==> src/rtl/i2s_pkg.sv <==
// ---------------------------------------------------------------------------
// i2s_pkg
// Shared definitions for the I2S transmit and receive paths.
//   SAMPLE_W_DEFAULT : default audio sample width (bits)
//   SLOT_W_DEFAULT   : BCLK periods per channel slot
//   FRAME_BITS       : BCLK periods per stereo frame (two slots)
//   i2s_state_e      : serialiser state (IDLE, RUN, DRAIN)
// ---------------------------------------------------------------------------
package i2s_pkg;

    localparam int SAMPLE_W_DEFAULT = 18;
    localparam int SLOT_W_DEFAULT   = 32;
    localparam int FRAME_BITS       = 64;

    typedef enum logic [1:0] {
        IDLE  = 2'd0,
        RUN   = 2'd1,
        DRAIN = 2'd2
    } i2s_state_e;

endpackage

==> src/rtl/i2s_bclk_gen.sv <==
// ---------------------------------------------------------------------------
// i2s_bclk_gen
// Divides clk down to the I2S bit clock. While run is low the divider and
// BCLK are held at 0, so the first edge after run rises is always a rising
// BCLK edge CLK_DIV cycles later.
//   clk       : system clock
//   reset     : asynchronous active-low reset
//   run       : 1 = generate BCLK, 0 = hold divider and BCLK at 0
//   bclk      : registered bit clock, period 2*CLK_DIV clk cycles
//   bclk_rise : 1 in the clk cycle whose rising edge drives bclk 0->1
//   bclk_fall : 1 in the clk cycle whose rising edge drives bclk 1->0
// ---------------------------------------------------------------------------
module i2s_bclk_gen
    import i2s_pkg::*;
#(
    parameter int CLK_DIV = 4
) (
    input  logic clk,
    input  logic reset,
    input  logic run,
    output logic bclk,
    output logic bclk_rise,
    output logic bclk_fall
);

    localparam logic [7:0] DIV_LAST = 8'(CLK_DIV - 1);

    logic [7:0] div_q, div_d;
    logic       bclk_q, bclk_d;
    logic       toggle;

    always_comb begin
        toggle = run && (div_q == DIV_LAST);
        div_d  = div_q;
        bclk_d = bclk_q;
        if (!run) begin
            div_d  = 8'd0;
            bclk_d = 1'b0;
        end else if (toggle) begin
            div_d  = 8'd0;
            bclk_d = !bclk_q;
        end else begin
            div_d  = div_q + 8'd1;
        end
    end

    always_ff @(posedge clk or negedge reset) begin
        if (!reset) begin
            div_q  <= 8'd0;
            bclk_q <= 1'b0;
        end else begin
            div_q  <= div_d;
            bclk_q <= bclk_d;
        end
    end

    // Strobes mark the cycle before the BCLK edge so the caller's registers
    // change on the very same clk edge as BCLK.
    assign bclk      = bclk_q;
    assign bclk_rise = toggle && !bclk_q;
    assign bclk_fall = toggle && bclk_q;

endmodule

==> src/rtl/i2s_transmitter.sv <==
// ---------------------------------------------------------------------------
// i2s_transmitter
// Serialises stereo sample pairs into a standard I2S stream (MSB one BCLK
// after each LRCLK edge, 32 BCLK slots per channel). A single holding
// register decouples the valid/ready input from the frame timing.
//   clk          : system clock
//   reset        : asynchronous active-low reset
//   enable       : 1 = transmit frames, 0 = stop at next frame boundary
//   sample_l/r   : two's complement stereo pair
//   sample_valid : pair offered
//   sample_ready : holding register empty
//   BCLK, LRCLK, SDATA : I2S outputs to the DAC
//   underrun     : one-cycle pulse when a frame starts with nothing held
// ---------------------------------------------------------------------------
module i2s_transmitter
    import i2s_pkg::*;
#(
    parameter int CLK_DIV  = 4,
    parameter int SAMPLE_W = SAMPLE_W_DEFAULT,
    parameter int SLOT_W   = SLOT_W_DEFAULT
) (
    input  logic                clk,
    input  logic                reset,
    input  logic                enable,
    input  logic [SAMPLE_W-1:0] sample_l,
    input  logic [SAMPLE_W-1:0] sample_r,
    input  logic                sample_valid,
    output logic                sample_ready,
    output logic                BCLK,
    output logic                LRCLK,
    output logic                SDATA,
    output logic                underrun
);

    localparam logic [5:0] LAST_BIT = 6'(2 * SLOT_W - 1);
    localparam logic [4:0] SW5      = 5'(SAMPLE_W);

    i2s_state_e          state_q, state_d;
    logic [5:0]          bit_cnt_q, bit_cnt_d;
    logic                lrclk_q, lrclk_d;
    logic                sdata_q, sdata_d;
    logic                hold_full_q, hold_full_d;
    logic [SAMPLE_W-1:0] hold_l_q, hold_l_d, hold_r_q, hold_r_d;
    logic [SAMPLE_W-1:0] sh_l_q, sh_l_d, sh_r_q, sh_r_d;

    logic       bclk_rise, bclk_fall;
    logic       frame_start, accept, wrap;
    logic [5:0] next_cnt;

    // Slot positions 1..SAMPLE_W carry data; position 0 is the I2S delay bit.
    function automatic logic is_data_bit(input logic [5:0] cnt);
        return (cnt[4:0] != 5'd0) && (cnt[4:0] <= SW5);
    endfunction

    i2s_bclk_gen #(
        .CLK_DIV (CLK_DIV)
    ) u_bclk_gen (
        .clk       (clk),
        .reset     (reset),
        .run       (state_q != IDLE),
        .bclk      (BCLK),
        .bclk_rise (bclk_rise),
        .bclk_fall (bclk_fall)
    );

    always_comb begin
        state_d     = state_q;
        bit_cnt_d   = bit_cnt_q;
        lrclk_d     = lrclk_q;
        sdata_d     = sdata_q;
        hold_full_d = hold_full_q;
        hold_l_d    = hold_l_q;
        hold_r_d    = hold_r_q;
        sh_l_d      = sh_l_q;
        sh_r_d      = sh_r_q;
        frame_start = 1'b0;
        accept      = sample_valid && !hold_full_q;
        wrap        = bclk_fall && (bit_cnt_q == LAST_BIT);
        next_cnt    = bit_cnt_q + 6'd1;

        case (state_q)
            IDLE: begin
                bit_cnt_d = 6'd0;
                lrclk_d   = 1'b1;
                sdata_d   = 1'b0;
                if (enable) begin
                    state_d     = RUN;
                    frame_start = 1'b1;
                    lrclk_d     = 1'b0;
                end
            end
            default: begin
                // SDATA and LRCLK only move on BCLK falling edges; the value
                // presented is the one for the slot position being entered.
                if (bclk_fall) begin
                    bit_cnt_d = next_cnt;
                    lrclk_d   = next_cnt[5];
                    if (is_data_bit(next_cnt))
                        sdata_d = next_cnt[5] ? sh_r_q[SAMPLE_W-1] : sh_l_q[SAMPLE_W-1];
                    else
                        sdata_d = 1'b0;
                end
                // The DAC has latched the current bit on the rising edge, so
                // advance that channel's shift register ready for the next fall.
                if (bclk_rise && is_data_bit(bit_cnt_q)) begin
                    if (bit_cnt_q[5])
                        sh_r_d = sh_r_q << 1;
                    else
                        sh_l_d = sh_l_q << 1;
                end
                if (state_q == RUN) begin
                    if (!enable)
                        state_d = DRAIN;
                    if (wrap)
                        frame_start = 1'b1;
                end else begin
                    if (enable) begin
                        state_d = RUN;
                        if (wrap)
                            frame_start = 1'b1;
                    end else if (wrap) begin
                        state_d   = IDLE;
                        bit_cnt_d = 6'd0;
                        lrclk_d   = 1'b1;
                        sdata_d   = 1'b0;
                    end
                end
            end
        endcase

        if (frame_start) begin
            sh_l_d      = hold_full_q ? hold_l_q : '0;
            sh_r_d      = hold_full_q ? hold_r_q : '0;
            hold_full_d = 1'b0;
        end
        // accept implies the register was empty, so it cannot collide with
        // the frame-start copy above; a pair arriving then waits one frame.
        if (accept) begin
            hold_l_d    = sample_l;
            hold_r_d    = sample_r;
            hold_full_d = 1'b1;
        end
    end

    always_ff @(posedge clk or negedge reset) begin
        if (!reset) begin
            state_q     <= IDLE;
            bit_cnt_q   <= 6'd0;
            lrclk_q     <= 1'b1;
            sdata_q     <= 1'b0;
            hold_full_q <= 1'b0;
            hold_l_q    <= '0;
            hold_r_q    <= '0;
            sh_l_q      <= '0;
            sh_r_q      <= '0;
        end else begin
            state_q     <= state_d;
            bit_cnt_q   <= bit_cnt_d;
            lrclk_q     <= lrclk_d;
            sdata_q     <= sdata_d;
            hold_full_q <= hold_full_d;
            hold_l_q    <= hold_l_d;
            hold_r_q    <= hold_r_d;
            sh_l_q      <= sh_l_d;
            sh_r_q      <= sh_r_d;
        end
    end

    assign LRCLK        = lrclk_q;
    assign SDATA        = sdata_q;
    assign sample_ready = !hold_full_q;
    assign underrun     = frame_start && !hold_full_q;

endmodule
==> config.mk <==
export PLATFORM = sky130hd
export DESIGN_NAME = i2s_transmitter
export DESIGN_NICKNAME = d
export VERILOG_FILES = /design/src/rtl/i2s_pkg.sv /design/src/rtl/i2s_bclk_gen.sv /design/src/rtl/i2s_transmitter.sv
export SDC_FILE = /design/constraint.sdc
export NUM_CORES = 1
export LEC_CHECK = 0
export ABC_CLOCK_PERIOD_IN_PS = 2800
export CAP_MARGIN = 20
export CORE_MARGIN = 4
export CORE_UTILIZATION = 30
export DETAILED_ROUTE_END_ITERATION = 16
export PLACE_DENSITY = 0.51
export SETUP_SLACK_MARGIN = 0.2
export SYNTH_ARGS = -nofsm -noshare
export SYNTH_HDL_FRONTEND = slang
export SYNTH_HIERARCHICAL = 1
export SYNTH_SLANG_ARGS = --single-unit
==> constraint.sdc <==
create_clock -name clk -period 2.8 [get_ports clk]
set_input_delay 0.42 -clock clk [delete_from_list [all_inputs] [get_ports clk]]
set_output_delay 0.42 -clock clk [all_outputs]
set_load 0.005 [all_outputs]
; After elaboration in Yosys (flattened, before gate mapping)
; Index checks and enable logic that the tools add are counted.
[totals]
regBits = 92
in_bits = 40
word_cells = 90
[classes]
add_sub_neg = 2
n_lt_le_gt_ge = 2
eq_ne = 8
mux = 45
n_reduce_logical = 22
[op_table]
columns = operator, count
row1 = 18-bit 2-to-1 mux, 10
row2 = 6-bit 2-to-1 mux, 5
row3 = 1-bit 2-to-1 mux, 22
row4 = 8-bit 2-to-1 mux, 2
row5 = 2-bit 2-to-1 mux, 6
row6 = 5-bit less-or-equal comparator (second input constant), 2
row7 = 5-bit nonzero test, 2
row8 = 1-bit logical AND, 9
row9 = 3-bit AND reduction, 3
row10 = 8-bit by 1-bit adder with 8-bit output (second input constant), 1
row11 = 8-bit by 2-bit equality test with 1-bit output (second input constant), 1
row12 = 2-bit nonzero test, 4
row13 = 6-bit by 1-bit adder with 6-bit output (second input constant), 1
row14 = 6-bit equality test (second input constant), 1
row15 = 2-bit != test (second input constant), 3
row16 = 3-bit by 2-bit != test with 1-bit output (second input constant), 1
row17 = 3-bit nonzero test, 1
row18 = 2-bit by 1-bit equality test with 1-bit output (second input constant), 1
row19 = 1-bit zero test, 2
row20 = 2-bit zero test, 1
row21 = 2-bit by 1-bit != test with 1-bit output (second input constant), 1

; Logic depth before layout (Yosys ltp)
; Gate-level depths: netlist of the first run.
[depth]
depth_word = 10
mapped_depth = 10
mapped_depth_nobuf = 8

; Modules after synthesis
; The synthesis of the first run kept the hierarchy.
[by_module_without_submodules]
columns = module, n_inst, cells_each, area_each_um2, seq_area_each_um2
row1 = i2s_transmitter, 1, 378, 4277.9, 2078.2
row2 = i2s_bclk_gen, 1, 45, 437.9, 225.2

; Worst setup path before layout of the first run
; OpenSTA, ideal clock, no wires.
[synth_path]
kind = flip-flop to output port
start = register u_bclk_gen.div_q[0]
end = output underrun
arrival_ns = 2.312
required_ns = 2.380
setup_slack_ns = 0.068
path_stages_with_launch = 9
path_buffers = 1
cell_sequence = dfrtp_1 > ha_1 > or4b_4 > nor4_1 > and3_1 > nand4b_4 > and2_1 > clkbuf_1 > nor2_1
[synth_via]
elab_chain_cells = 9
[synth_rtl]
columns = item, line
row1 = start: declaration, i2s_bclk_gen.sv:28  ; logic [7:0] div_q, div_d;
row2 = start signal: assignment, i2s_bclk_gen.sv:52  ; div_q <= div_d;
row3 = 8-bit by 2-bit equality test with 1-bit output *, i2s_bclk_gen.sv:33  ; toggle = run && (div_q == DIV_LAST);
row4 = 1-bit logical AND *, i2s_bclk_gen.sv:33
row5 = 1-bit logical AND *, i2s_bclk_gen.sv:61  ; assign bclk_fall = toggle && bclk_q;
row6 = net bclk_fall, i2s_transmitter.sv:46  ; logic bclk_rise, bclk_fall;
row7 = 1-bit logical AND *, i2s_transmitter.sv:78  ; wrap = bclk_fall && (bit_cnt_q == LAST_BIT);
row8 = 1-bit 2-to-1 mux *, "i2s_transmitter.sv:114, i2s_transmitter.sv:119"
row9 = 1-bit 2-to-1 mux, i2s_transmitter.sv:117  ; if (enable) begin
row10 = 1-bit 2-to-1 mux *, i2s_transmitter.sv:111  ; if (state_q == RUN) begin
row11 = 1-bit 2-to-1 mux *, i2s_transmitter.sv:81  ; case (state_q)
row12 = 1-bit logical AND *, i2s_transmitter.sv:172  ; assign underrun = frame_start && !hold_full_q;
row13 = end: declaration, i2s_transmitter.sv:32  ; output logic underrun
; The timed path passes the listed nets; every way through them passes the cells marked *.

; Final worst setup path of the first run
[layout_path]
start = register u_bclk_gen.div_q[1]
end = output underrun
; The elaborated chain is that of the path after synthesis.

==> flow_summary.json, run 1 <==
{
  "root_buffer": "clkbuf_16",
  "core_mm2": 0.01531,
  "synth_commonest_cells": "dfrtp_1, nand4_1, mux2_2, o31ai_1, a31oi_1",
  "grt_pass1_wl_mm": 19.15,
  "cts.path.max_buffers": 2,
  "syn_avg_cell_area_um2": 11.15,
  "met2_length_mm": 5.669,
  "gp_congestion": 0.7565,
  "drive_gt1_share_pct": 21.41,
  "finalCritPeriodShare_pct": 95.66,
  "wirelength_mm": 11.74,
  "wire_per_inst_um": 17.32,
  "portBuffers": 44,
  "crit_path_start_kind": "register",
  "path_class": "reg2out",
  "yosysWarnings": 6,
  "regArea_mm2": 0.002303,
  "syn_inst": 423,
  "r2r_cells": 8,
  "gr-total-overflow": 0,
  "initial_core_util_pct": 30.79,
  "synth_edf_count": 0,
  "syn_to_final_growth_pct": 22.13,
  "arrival_ns": 2.26,
  "hold_path.class": "in2async",
  "multi_input_area_mm2": 0.002157,
  "cts_sinks": 92,
  "cp-end-kind": "primary output",
  "fin_crit_ns": 2.678,
  "synthArstFlopShare_pct": 100.0,
  "die_w_um": 133.4,
  "drv_slew": 0,
  "synth_area_mm2": 0.004716,
  "r2r-start": "u_bclk_gen/div_q[1]",
  "hold_viol": 0,
  "ir_worst_vdd_uv": 407.0,
  "leakage_nw": 2.314,
  "grt_usage_pct": 13.19,
  "cts_tree": "built",
  "netlist_top_cells_area": "dfrtp_1, mux2_2, o31ai_1",
  "num_antenna_cells": 0,
  "dp_cells": 660,
  "drt_iter0_drc": 270,
  "dieHeight_um": 133.4,
  "p_per_area_mw_per_mm2": 836.5,
  "ys_types": 49,
  "clock_latency_ns": 0.35,
  "synthFlopType": "dfrtp_1",
  "crit_start": "u_bclk_gen/div_q[1]",
  "setup_viol": 0,
  "ys_seq_area_share_pct": 48.85,
  "finClkSkew_ns": 0.005359,
  "critical_path_peak_fanout": 2,
  "final_util_pct": 37.61,
  "synth_top_area_share_pct": 48.29,
  "grt_max_degree": 56,
  "relSlewSlack_pct": 40.84,
  "hold_buffers": 0,
  "r2r_end": "sh_r_q[15]",
  "setup_ws_ns": 0.1216,
  "antenna_found_initial": 0,
  "clkTransAtPathRegs_ns": 0.06,
  "final_nets": 509,
  "tightest_slew_ns": 0.8874,
  "vias": 3638,
  "ys_ff_latch": 92,
  "htree_levels": 3,
  "yosysMostFrequentCell": "dfrtp_1",
  "fillers": 1523,
  "num_rows": 45,
  "top_layer": "met4",
  "grt_pass1_vias": 3682,
  "synth_nets": 469,
  "vias_per_cell": 5.366,
  "drc_errors": 0,
  "io_pins": 45,
  "antenna_left": 0,
  "timing.fmax_ghz": 0.3734,
  "dp_slack_ns": -0.01589,
  "status": "finished clean",
  "r2r_setup_slack_ns": 0.37,
  "layout.cells.non_filler": 678,
  "design.die.area_mm2": 0.01779,
  "yosysTopAreaCell": "dfrtp_1",
  "final.setup.tns_ns": 0,
  "wl_met3_um": 613,
  "required_ns": 2.38,
  "wl_met1_mm": 5.321,
  "max_cap_violations": 0,
  "worstSetupEndpoint": "underrun",
  "dp_hpwl_mm": 7.135,
  "first_pass_iters": 4,
  "cts_buffers": 9,
  "rsz0062_at_grt": "true"
}
## worst max-delay path, stage by stage (launching register included)
cell      delay [ns]
dfrtp_1         0.36
ha_2            0.18
or4b_4          0.48
nor4_4          0.16
and3_4          0.25
nand4b_4        0.10
and2_4          0.19
nor2_4          0.07
buf_2           0.12
## layout make-up
cell class                      instances  share of cell area (%)
Clock buffer                           11                   4.388
Clock inverter                          4                   1.260
Inverter                               11                  0.7169
Multi-Input combinational cell        277                   37.45
Sequential cell                        92                   40.00
Tap cell                              211                   4.584
Timing Repair Buffer                   72                   11.60
## layout by cell type (no fill, tap or decap), types with 2 or more instances in the layout
cell type / count
dfrtp_1: 91
clkdlybuf4s50_1: 42
nand4_1: 38
mux2_2: 36
o31ai_1: 36
a31oi_1: 35
a22oi_1: 34
buf_4: 27
nor2_1: 13
inv_1: 11
clkbuf_16: 9
nand2_1: 8
or3_1: 6
xnor2_1: 5
ha_1: 5
xor2_1: 4
nand3_1: 4
o21ai_0: 4
a21oi_1: 4
and3_4: 3
mux2i_1: 3
nor3_1: 3
nor2b_1: 3
a21o_1: 3
nand2b_1: 2
a311oi_1: 2
or4b_4: 2
bufinv_16: 2
clkbuf_8: 2
buf_12: 2
## power breakdown
group	total, mW	switching (mW)	internal (mW)
sequential	2.26	0.381	1.88
clock	1.34	0.514	0.824
combinational	1.22	0.517	0.700
## kinds of logic after synthesis
family | Yosys count | synth area share (%)
xor+xnor | 9 | 1.671
flops | 92 | 48.85
buf+inv | 55 | 6.607
simple gates | 92 | 12.15
compound gates | 130 | 19.90
mux | 39 | 9.233
fa+ha+maj | 6 | 1.592
## metal layers
metal  vias up  track usage [%]
met5         -                0
met4         0            4.171
met3         9            3.248
met2        90            21.11
met1      1827            17.67
li1       1712                -
## stage by stage
step / total power, mW / hold slack [ns] / cell area (um^2)
2_1_floorplan: 3.021 / 0.1244 / 4736
3_3_place_gp: 3.430 / 0.4335 / 5404
3_5_place_dp: 3.484 / 0.4384 / 5404
4_1_cts: 4.863 / 0.05578 / 5752
5_1_grt: 5.111 / 0.07801 / 5759
6_report: 4.817 / 0.04835 / 5759
## flip-flops by register name, indices dropped and copies added (netlist names)
register,flops
LRCLK,1
u_bclk_gen/div_q,8
state_q,2
hold_full_q,1
sh_l_q,18
hold_l_q,18
hold_r_q,18
SDATA,1
sh_r_q,18
u_bclk_gen/bclk,1
bit_cnt_q,6
## worst min-delay path by stage
stage / from / to / slack [ns] / cells past startpoint
finish: reset / u_bclk_gen/div_q[5] / 0.05 / 1
global route: reset / u_bclk_gen/div_q[5] / 0.08 / 1
CTS: reset / u_bclk_gen/div_q[5] / 0.06 / 1
detailed placement: reset / u_bclk_gen/div_q[5] / 0.44 / 1
global placement: reset / u_bclk_gen/div_q[6] / 0.43 / 1
floorplan: reset / SDATA / 0.12 / 0
## what timing repair did
item                                   CTS  global route
endpoints found under the hold margin    0             0
resized for setup                        8             0
pin swaps                                5             1
setup buffers                            2             0
cloned                                   0             1
setup endpoints to repair                1             6
Note: power is estimated with default switching activity, not from simulation.
==> inputs of run 2 (changes only) <==
--- a/config.mk
+++ b/config.mk
@@ -11,7 +11,6 @@
 export CORE_UTILIZATION = 30
 export DETAILED_ROUTE_END_ITERATION = 16
 export PLACE_DENSITY = 0.51
-export SETUP_SLACK_MARGIN = 0.2
 export SYNTH_ARGS = -nofsm -noshare
 export SYNTH_HDL_FRONTEND = slang
 export SYNTH_HIERARCHICAL = 1
==> run 2 against run 1 <==
Against the previous run:
- sequential share of layout area grew 0.44 points
- total power shrank 4.4%
- largest power group unchanged
- highest routed layer unchanged
- critical path type unchanged
- die area is the same
==> flow_summary.json, run 2 (synthesized netlist as in run 1, its figures left out) <==
{
  "status": "finished clean",
  "grt_max_degree": 46,
  "final_util_pct": 37.20,
  "antenna_found_initial": 0,
  "drc_errors": 0,
  "tightest_slew_ns": 0.6282,
  "hold_buffers": 0,
  "critical_path_peak_fanout": 2,
  "gr-total-overflow": 0,
  "drt_iter0_drc": 288,
  "cts.path.max_buffers": 2,
  "cts_tree": "built",
  "final_nets": 511,
  "vias": 3668,
  "initial_core_util_pct": 30.79,
  "setup_viol": 0,
  "grt_usage_pct": 13.47,
  "clkTransAtPathRegs_ns": 0.06,
  "p_per_area_mw_per_mm2": 808.1,
  "htree_levels": 3,
  "drv_slew": 0,
  "fin_crit_ns": 2.706,
  "leakage_nw": 2.290,
  "finClkSkew_ns": 0.004438,
  "ir_worst_vdd_uv": 430.2,
  "hold_path.class": "in2async",
  "wirelength_mm": 11.61,
  "crit_path_start_kind": "register",
  "p_total_mw": 4.604,
  "num_rows": 45,
  "hold_viol": 0,
  "clock_latency_ns": 0.34,
  "grt_pass1_wl_mm": 19.81,
  "core_mm2": 0.01531,
  "first_pass_iters": 5,
  "grt_pass1_vias": 3813,
  "portBuffers": 44,
  "timing.fmax_ghz": 0.3696,
  "finalCritPeriodShare_pct": 96.64,
  "path_class": "reg2out",
  "root_buffer": "clkbuf_16",
  "syn_to_final_growth_pct": 20.80,
  "final_cell_mix": "dfrtp_1, clkdlybuf4s50_1, nand4_1",
  "rsz0062_at_grt": "true",
  "design.die.area_mm2": 0.01779,
  "cp-end-kind": "primary output",
  "required_ns": 2.38,
  "arrival_ns": 2.29,
  "dieHeight_um": 133.4,
  "antenna_left": 0,
  "die_w_um": 133.4,
  "relSlewSlack_pct": 58.12,
  "wire_per_inst_um": 17.09,
  "max_cap_violations": 0,
  "drive_gt1_share_pct": 21.37,
  "cts_sinks": 92,
  "cts_buffers": 9,
  "vias_per_cell": 5.402,
  "dp_hpwl_mm": 7.117,
  "layout_commonest_cell": "dfrtp_1",
  "io_pins": 45,
  "num_antenna_cells": 0,
  "gp_congestion": 0.7539
}
-- run 2: final timing paths --
path | start | endpoint | slack [ns] | depth (start not counted)
min reg2reg | hold_r_q[2] | hold_r_q[2] | 0.51 | 1
max reg2reg | u_bclk_gen/div_q[0] | sh_l_q[5] | 0.17 | 7
max in group asynchronous | reset | LRCLK | 1.91 | 2
min in group clk | hold_r_q[2] | hold_r_q[2] | 0.51 | 1
min | reset | hold_l_q[9] | 0.09 | 1
max | u_bclk_gen/div_q[0] | underrun | 0.09 | 8
-- run 2: repair_timing --
item | 4_1_cts | 5_1_grt
buffers inserted | 1 | 0
endpoints found under the hold margin | 0 | 0
setup endpoints to repair | 1 | 13
gates resized for setup | 9 | 1
pin swaps | 2 | 2
-- run 2: stage by stage --
stage | hold WS [ns] | instances | setup slack [ns] | TNS [ns] | instance area, um^2
floorplan | 0.1244 | 423 | 0.06782 | 0 | 4716
global placement | 0.4830 | 664 | -0.1833 | -0.1833 | 5395
detailed placement | 0.4771 | 664 | -0.2032 | -0.2032 | 5395
CTS | 0.1091 | 679 | 0.04811 | 0 | 5694
global route | 0.1398 | 679 | -0.02536 | -0.03909 | 5697
finish | 0.09299 | 679 | 0.09414 | 0 | 5697
-- run 2: where the power goes --
part | switching (mW) | internal, mW
Clock | 0.488 | 0.665
Sequential | 0.329 | 1.88
Combinational | 0.550 | 0.689
Total | 1.37 | 3.24
-- run 2: per-layer routing --
metal	track usage, %	up-vias	part of all wire (%)
li1	-	1723	-
met1	18.78	1849	47
met2	21.11	90	47
met3	2.417	6	4.4
met4	4.743	0	0.82
met5	0	-	0
-- run 2: worst max-delay path: stages (launching register included) --
cell     delay [ns]
dfrtp_1        0.35
ha_2           0.19
or4b_4         0.49
nor4_4         0.19
and3_4         0.27
a31oi_4        0.09
and2_4         0.18
nor2_2         0.07
buf_2          0.11
-- run 2: area by class of cell --
class | count | area, um^2
fill | 1572 | 9618
sequential | 92 | 2303
multi-input combinational | 276 | 2145
timing repair buffer | 75 | 665.6
clock buffer | 13 | 270.3
tap | 211 | 264.0
inverter | 11 | 41.29
clock inverter | 1 | 7.507
